`src/rtl/mul_product_accumulator.sv`:
```
// mul_product_accumulator
// Sums a frame of `len` unsigned 16-bit multiplier products into an ACC_W-bit
// accumulator. The result is presented on acc_sum/acc_valid until the sink
// takes it with acc_ready.
//
// Handshakes (valid/ready): a product transfers on a rising edge where
// prod_valid & prod_ready are both 1. A result transfers on a rising edge where
// acc_valid & acc_ready are both 1. Once a valid is raised, its data is held
// stable until that transfer happens.
//
// Optional build macro ACC_SATURATE_EN: an addition that would carry out of
// ACC_W bits clamps acc_sum to all-ones. Without the macro, acc_sum wraps
// modulo 2^ACC_W. In both builds, overflow records the carry.
//
// ACC_W must be at least 16.
module mul_product_accumulator #(
  parameter int ACC_W = 24
) (
  input  logic             clk,
  input  logic             areset,
  input  logic             start,
  input  logic [7:0]       len,
  input  logic [15:0]      product,
  input  logic             prod_valid,
  output logic             prod_ready,
  output logic [ACC_W-1:0] acc_sum,
  output logic             acc_valid,
  input  logic             acc_ready,
  output logic             busy,
  output logic             overflow
);

  typedef enum logic [1:0] {
    IDLE  = 2'd0,
    ACCUM = 2'd1,
    HOLD  = 2'd2
  } state_t;

  // state is the FSM observation point for checkers.
  state_t           state;
  state_t           state_next;
  logic [7:0]       remaining;
  logic [ACC_W:0]   sum_ext;
  logic             carry;
  logic [ACC_W-1:0] sum_next;
  logic             xfer;
  logic             frame_start;

  // A product is consumed only on a full valid/ready transfer.
  assign xfer = prod_valid & prod_ready;

  // A new frame may begin from IDLE, or from HOLD in the same cycle the result is taken.
  assign frame_start = start & ((state == IDLE) | ((state == HOLD) & acc_ready));

  // Adder with one extra bit so the carry out of ACC_W bits is visible.
  always_comb begin
    sum_ext = {1'b0, acc_sum} + {{(ACC_W - 15){1'b0}}, product};
    carry   = sum_ext[ACC_W];
`ifdef ACC_SATURATE_EN
    sum_next = carry ? {ACC_W{1'b1}} : sum_ext[ACC_W-1:0];
`else
    sum_next = sum_ext[ACC_W-1:0];
`endif
  end

  // Next-state decode. A zero-length frame skips ACCUM, so remaining never wraps.
  always_comb begin
    state_next = state;
    case (state)
      IDLE: begin
        if (frame_start) state_next = (len == 8'd0) ? HOLD : ACCUM;
      end
      ACCUM: begin
        if (xfer && (remaining == 8'd1)) state_next = HOLD;
      end
      HOLD: begin
        if (acc_ready) begin
          if (frame_start) state_next = (len == 8'd0) ? HOLD : ACCUM;
          else             state_next = IDLE;
        end
      end
      default: state_next = IDLE;
    endcase
  end

  // State, datapath and registered output decodes.
  always_ff @(posedge clk) begin
    if (areset) begin
      state      <= IDLE;
      acc_sum    <= '0;
      remaining  <= '0;
      overflow   <= 1'b0;
      prod_ready <= 1'b0;
      acc_valid  <= 1'b0;
      busy       <= 1'b0;
    end else begin
      state      <= state_next;
      prod_ready <= (state_next == ACCUM);
      acc_valid  <= (state_next == HOLD);
      busy       <= (state_next != IDLE);
      if (frame_start) begin
        acc_sum   <= '0;
        overflow  <= 1'b0;
        remaining <= len;
      end else if (xfer) begin
        acc_sum   <= sum_next;
        overflow  <= overflow | carry;
        remaining <= remaining - 8'd1;
      end
    end
  end

endmodule
```
`config.mk`:
```
export PLATFORM = sky130hd
export DESIGN_NAME = mul_product_accumulator
export DESIGN_NICKNAME = d
export VERILOG_FILES = /design/src/rtl/mul_product_accumulator.sv
export SDC_FILE = /design/constraint.sdc
export NUM_CORES = 1
export LEC_CHECK = 0
export CORE_ASPECT_RATIO = 0.7
export CORE_MARGIN = 3
export CORE_UTILIZATION = 35
export DETAILED_ROUTE_END_ITERATION = 10
export SYNTH_ARGS = -nofsm -noshare
export SYNTH_HDL_FRONTEND = slang
export SYNTH_SLANG_ARGS = --single-unit
```
`constraint.sdc`:
```
create_clock -name clk -period 2.65 [get_ports clk]
set_clock_uncertainty 0.2 [all_clocks]
set_input_delay 0.53 -clock clk [delete_from_list [all_inputs] [get_ports clk]]
set_output_delay 0.53 -clock clk [all_outputs]
set_load 0.01 [all_outputs]
```
==> results.md <==
* CTS tree: done
* DP Area at roughly 0.0033 mm2
* Die Ht at 75.5 um
* Cts bufs inserted at 5
* Final max-slew violation count at 0
* Clock root buffer: clkbuf_8
* Setup slack, reg-to-reg at 160 ps
* Status: finished, final reports clean
* First-pass GRT wire length at roughly 11 mm
* Slew @ Worst Pin at between 800 and 900 ps
* Syn avg cell area at slightly above 8 um2
* Sequential share of the synthesized area at 0.315
* Worst reg2reg path startpoint: acc_sum[0]
* Worst-path clk slew at about 70 ps
* Max Buffers Root-to-Sink at 2
* Met3 routed WL at 305 um
* WP data arrival at around 2500 ps
* Clock sink count at 38
* CP Data Required Time at approximately 2700 ps
* Diode count at 0
* Synth Cell Area at 0.00241 mm2
* Die area at a little under 0.008 mm2
* Initial antenna violation count at 0
* Multi-input gate area at between 0.0015 and 0.002 mm2
* Fmax at roughly 0.40 GHz
* Critical Path Start Type: primary input
* Worst setup path category: primary input to flip-flop
* Yosys warns at 0
* Hpwl dp at about 5.0 mm
* Min-Delay Endpoint: acc_sum[6]
* Post-layout min period at between 2000 and 3000 ps
* Netlist cell types at 50
* Max-cap viol count at 0
* FILL cells at 604
* Wirelength, routed at roughly 6.6 mm
* Met2 Routed Length at around 2.6 mm
* Die X at approximately 110 um
* Gpl congestion at 0.871
* Core Area at about 0.0065 mm2
* Latest clock arrival within the worst-skew pair at 300 ps
* Worst Setup End Kind: flip-flop
* Number of global-route vias before repair at ~2.2k
* Initial Utilization at 0.374
* Post-synth ARST share at 0
* Most frequent cells in the layout: clkdlybuf4s50_1 (52), buf_4 (40), dfxtp_1 (38)
* Number of synthesized flops with an enable pin at 0
* Post-route core utilization at 0.546
* CP max FO at 3
* Primary FF master, synth: dfxtp_1
* Worst min path class: flip-flop to flip-flop
* Worst Hold Path Cells at 2
* Post-Syn Instances at between 200 and 300
* Vias at around 2.4k
* Overall power at roughly 1.4 mW
* Initial drt markers at 117
* Commonest non-fill, non-tap cell in the layout: clkdlybuf4s50_1
* Max-Slew Margin vs Limit at 0.461
* Share of cells above drive strength 1 at 0.187
* Pin count of the biggest net entering global routing at 21
* Lkg Pwr at about 1.4 nW
* Fin area at 0.00352 mm2
* Reg-to-reg endpoint: acc_sum[8]
* VDD IR max at about 210 uV
* Setup slack at placement at -591 ps
* Pwr/cell area at 384 mW/mm2
* Final nets at about 430
* Hold slack final at 269 ps
* Routed len/inst at roughly 14 um
* Global route overflow at 0
* IO Pins at 57
* DR top layer: met4
* Syn-to-layout area delta at 45.9%
* DRC at 0
* Final setup violation count at 0
* Via density at ~5
* Site Rows at 24
* HP Start: acc_sum[6]
* M1 WL at 3.60 mm
* GRT Resource Usage Total at 0.171
* Final period util at 0.947
* H-tree depth at 2
* DRT antenna net count at 0
* Sequential Area at between 700 and 800 um2
* Initial DRT Pass Iterations at 4
* #FFs+latches synth at 38
* Synthesized Nets at 341
* R2R cell count at 10
* Buffers on Ports at 56
* Final WS setup at 142 ps
* Final hold violation count at 0
[metal layers]
metal  track usage  vias up
met2         0.250       49
met1         0.254     1109
met5             0        -
met3        0.0432        4
met4        0.0349        0
li1              -     1255
[critical path: stages]
cell             delay (ps)
clkdlybuf4s50_1         450
ha_4                    180
a21o_1                  210
a31o_2                  250
o2111ai_2               190
a21o_2                  190
a21oi_2                 100
o31ai_2                 240
mux2i_1                 200
[per-stage QoR]
step / TNS, ps / cells
final: 0 / 477
after global routing: -7.34 / 477
after CTS: -97.2 / 474
after detailed placement: -7050 / 465
after global placement: -6150 / 465
after floorplan: 0 / 293
[Yosys cell counts (2+ instances only)]
cell	count	area share
a211oi_1	14	0.044
and2_1	4	0.010
nand2_1	37	0.058
buf_2	3	0.0062
inv_1	2	0.0031
and3_1	5	0.013
o21a_1	3	0.0093
mux2i_1	5	0.021
a21o_1	8	0.025
nor2b_1	6	0.016
nor4_1	2	0.0052
dfxtp_1	38	0.32
a21oi_1	28	0.058
nor2_1	26	0.040
nand4_1	3	0.0078
nor3_1	7	0.015
o21ai_0	9	0.019
nand2b_1	6	0.016
or4_1	2	0.0062
xor2_1	7	0.025
o21ai_1	4	0.0083
o211ai_1	3	0.0093
clkbuf_1	7	0.011
nand3b_1	3	0.0093
xnor2_1	9	0.033
o31ai_1	4	0.012
nand3_1	6	0.012
a2111o_1	3	0.014
ha_1	18	0.093
[kinds of logic after synthesis]
logic type | count (synthesis) | share of synthesized area
AND/OR/NAND/NOR | 113 | 0.227
AO/OA/AOI/OAI | 88 | 0.249
flip-flops | 38 | 0.315
adder cells (fa/ha/maj) | 19 | 0.102
XOR/XNOR | 16 | 0.0581
buffers and inverters | 13 | 0.0233
multiplexers | 6 | 0.0254
[repair_timing]
action / 4_1_cts / 5_1_grt
pin swaps: 7 / 15
gates cloned: 0 / 0
gates resized for setup: 6 / 17
setup endpoints to repair: 12 / 15
hold buffers: 0 / 0
setup buffers: 1 / 3
[how the worst max path moves through the flow]
| stage | from | to | slack, ps | cells after the start |
|---|---|---|---|---|
| global placement | product[0] | overflow | -510 | 10 |
| detailed placement | product[0] | overflow | -590 | 10 |
| floorplan | product[0] | overflow | 20 | 9 |
| CTS | product[4] | acc_sum[17] | -40 | 9 |
| finish | product[3] | acc_sum[21] | 140 | 9 |
| global route | acc_sum[0] | overflow | -7 | 9 |
[registers in the layout, indices dropped and copies added (netlist names)]
name / flops
busy: 1
remaining: 8
state: 2
acc_sum: 24
acc_valid: 1
overflow: 1
prod_ready: 1
[layout make-up]
class / instances / area share
inverters: 2 / 0.00213
well taps: 91 / 0.0323
clock inverters: 1 / 0.00142
clock buffers: 7 / 0.0245
repair buffers: 96 / 0.245
flip-flops and latches: 38 / 0.216
multi-input cells: 242 / 0.479
[report_power, final]
part           switching, mW  internal [mW]
clock                  0.212          0.210
sequential            0.0229          0.595
combinational          0.149          0.165
total                  0.383          0.970
(Power assumes the default switching activity.)
==> patch, RTL diff (same settings) <==
The parameter `ACC_W` goes from 24 to 20.
--- a/src/rtl/mul_product_accumulator.sv
+++ b/src/rtl/mul_product_accumulator.sv
@@ -14,7 +14,7 @@
 //
 // ACC_W must be at least 16.
 module mul_product_accumulator #(
-  parameter int ACC_W = 24
+  parameter int ACC_W = 20
 ) (
   input  logic             clk,
   input  logic             areset,
Ports: changed (resized acc_sum); port bits go from 57 to 53. The function was not compared with the original's and may differ.
==> patch against the original RTL <==
Critical path depth did not move; combinational power rose by 12%; critical endpoint is now acc_sum[15]$_SDFFE_PP0P_; design area rose by 1.2%; core utilization rose by 4.7 points; worst hold slack improved by 0.012 ns; synthesized area fell by 5.0%; maximum frequency fell by 3.5%; sequential cell count fell by 4; largest power group unchanged; worst setup slack got worse by 0.090 ns; routed wire length rose by 5.1%; total power rose by 5.1%; global-route usage rose by 2.1 points.
==> patch: results (changes against the original RTL) <==
status=finished clean; reg-to-reg startpoint=acc_sum[0]$_SDFFE_PP0P_; cell family with most CP delay=compound AO/OA/AOI/OAI gates; Final Max Slew Viols=0 (unchanged); Hold WC Path Type=reg2reg; global-route wire length before repair=11600 um (+6.9%); GRT Total Usage=19.2% (+2.1 points); Worst path slowest cell=clkdlybuf4s50_1; share of layout cells above drive strength 1=24.0% (+5.3 points); Post-DP Area=3310 um2 (about the same); Filler cells=554 (-8.3%); Largest regs=acc_sum (20), remaining (8), state (2); IO Port Bufs=52 (-7.1%); Root Buffer=clkbuf_8; initial antenna violation count=0 (unchanged); VDD IR max=0.206 mV (-3.8%); post-synthesis sequential area ratio=29.7% (-1.8 points); r2r setup slk=0.18 ns (+0.02 ns); CP peak stage delay=0.40 ns (-0.05 ns); nets@finish=439 (+1.4%); FF-to-FF End=acc_sum[16]$_SDFFE_PP0P_; crit path time final=2.60 ns (+0.0898 ns); Worst-Skew Late Latency=0.30 ns (about the same); Reg2Reg Depth=8 (-2); Post-DP HPWL=5250 um (+4.7%); routed vias=2481 (+2.6%); Final Instance Area=3570 um2 (+1.2%); CTS Buffer Depth=2 (unchanged); arrival time at the worst endpoint=2.64 ns (+0.10 ns); sw frac=29.6% (+1.3 points); Final GP Congestion=0.863 (-0.87%); syn nets=335 (-1.8%); pre-CTS WS=-0.615 ns (-0.0242 ns); Num CTS Buffers=5 (unchanged); Synth top cells by count=34 x dfxtp_1, 30 x nand2_1, 29 x nor2_1, 22 x a21oi_1, 18 x ha_1; Hold Crit Start=acc_sum[12]$_SDFFE_PP0P_; ANT cells=0 (unchanged); yosys warns=0 (unchanged); WL/cell=14.8 um (+7.4%); 1st-iter DRT viols=103 (-12%); Synth async-reset ratio=0% (unchanged); Worst-path clk slew=0.08 ns; hold depth=2 (unchanged); Worst slew margin=72.5% (+26 points); CP Max Fanout=4 (+1); Synth area leaders=dfxtp_1 30%, ha_1 9.8%, nand2_1 4.9%; drt first pass iters=4 (unchanged); Cell variety after synth=48 (-4.0%); largest net degree at the start of global routing=17 (-19%); Leak=1.41 nW (+0.65%); hold endpoint=acc_sum[12]$_SDFFE_PP0P_
==> patch: changes by cell type after synthesis, sizes merged, moves of 5 or more <==
| cell | unedited run | this run |
|---|---|---|
| a21o | 9 | 2 |
| a21oi | 29 | 22 |
| inv | 2 | 9 |
| nand2 | 37 | 30 |
| nand2b | 6 | 1 |
| nand3 | 6 | 15 |
| nor2b | 7 | 2 |
| nor4 | 2 | 8 |
==> patch: how the worst max path moves through the flow <==
stage	start	end	cells past startpoint
after floorplan	product[0]	acc_sum[16]$_SDFFE_PP0P_	8
after global placement	product[0]	acc_sum[16]$_SDFFE_PP0P_	9
after CTS	product[12]	acc_sum[16]$_SDFFE_PP0P_	6
after detailed placement	product[0]	acc_sum[16]$_SDFFE_PP0P_	9
after global routing	product[3]	acc_sum[16]$_SDFFE_PP0P_	8
final	product[12]	acc_sum[15]$_SDFFE_PP0P_	9
==> patch: layout make-up <==
class                      instances  share of cell area (%)
sequential                        34                    19.1
tap                               75                    2.63
timing repair buffer             110                    26.8
inverter                           9                   0.947
clock buffer                       5                    1.93
multi-input combinational        231                    47.3
clock inverter                     3                    1.26
==> patch: layer usage <==
layer | up-vias | GRT usage (%) | wire length [um]
li1 | 1267 | - | -
met2 | 52 | 30.0 | 2980
met3 | 8 | 4.17 | 330
met1 | 1154 | 26.7 | 3500
met4 | 0 | 4.95 | 84
met5 | - | 0 | 0
==> patch: kinds of logic after synthesis <==
logic type | Yosys count | share of synthesized area (%)
and+or+nand+nor | 119 | 26.5
AOI/OAI and AO/OA | 71 | 20.2
DFF | 34 | 29.7
buffers and inverters | 22 | 4.15
adders and majority gates | 19 | 10.7
xor gates and xnor gates | 16 | 6.11
muxes | 6 | 2.67
==> patch: stage by stage <==
stage                     TNS (ns)  cells  utilization [%]  hold slack [ns]
after detailed placement     -5.19    455             55.1            0.271
after global placement       -4.36    455             55.1            0.260
after CTS                        0    466             59.1            0.286
after global routing      -0.00858    467             59.3            0.308
after floorplan                  0    287                -            0.283
final                            0    467             59.3            0.280
==> patch: repair_timing <==
item	CTS	global route
setup buffers	3	1
setup endpoints to repair	10	3
pin swaps	7	4
gates resized for setup	28	2
hold endpoints to repair	0	0
==> patch: worst min-delay path, stage by stage (launching register included) <==
cell,delay (ns)
dfxtp_1,0.33
nand3_1,0.07
nand2_1,0.05
==> patch: power by group through the flow <==
| stage | clock network [mW] | logic [mW] | registers (mW) |
|---|---|---|---|
| 2_1_floorplan | 0 | 0.171 | 0.568 |
| 3_3_place_gp | 0 | 0.330 | 0.569 |
| 3_5_place_dp | 0 | 0.335 | 0.569 |
| 4_1_cts | 0.515 | 0.349 | 0.559 |
| 5_1_grt | 0.532 | 0.388 | 0.564 |
| 6_report | 0.512 | 0.351 | 0.559 |
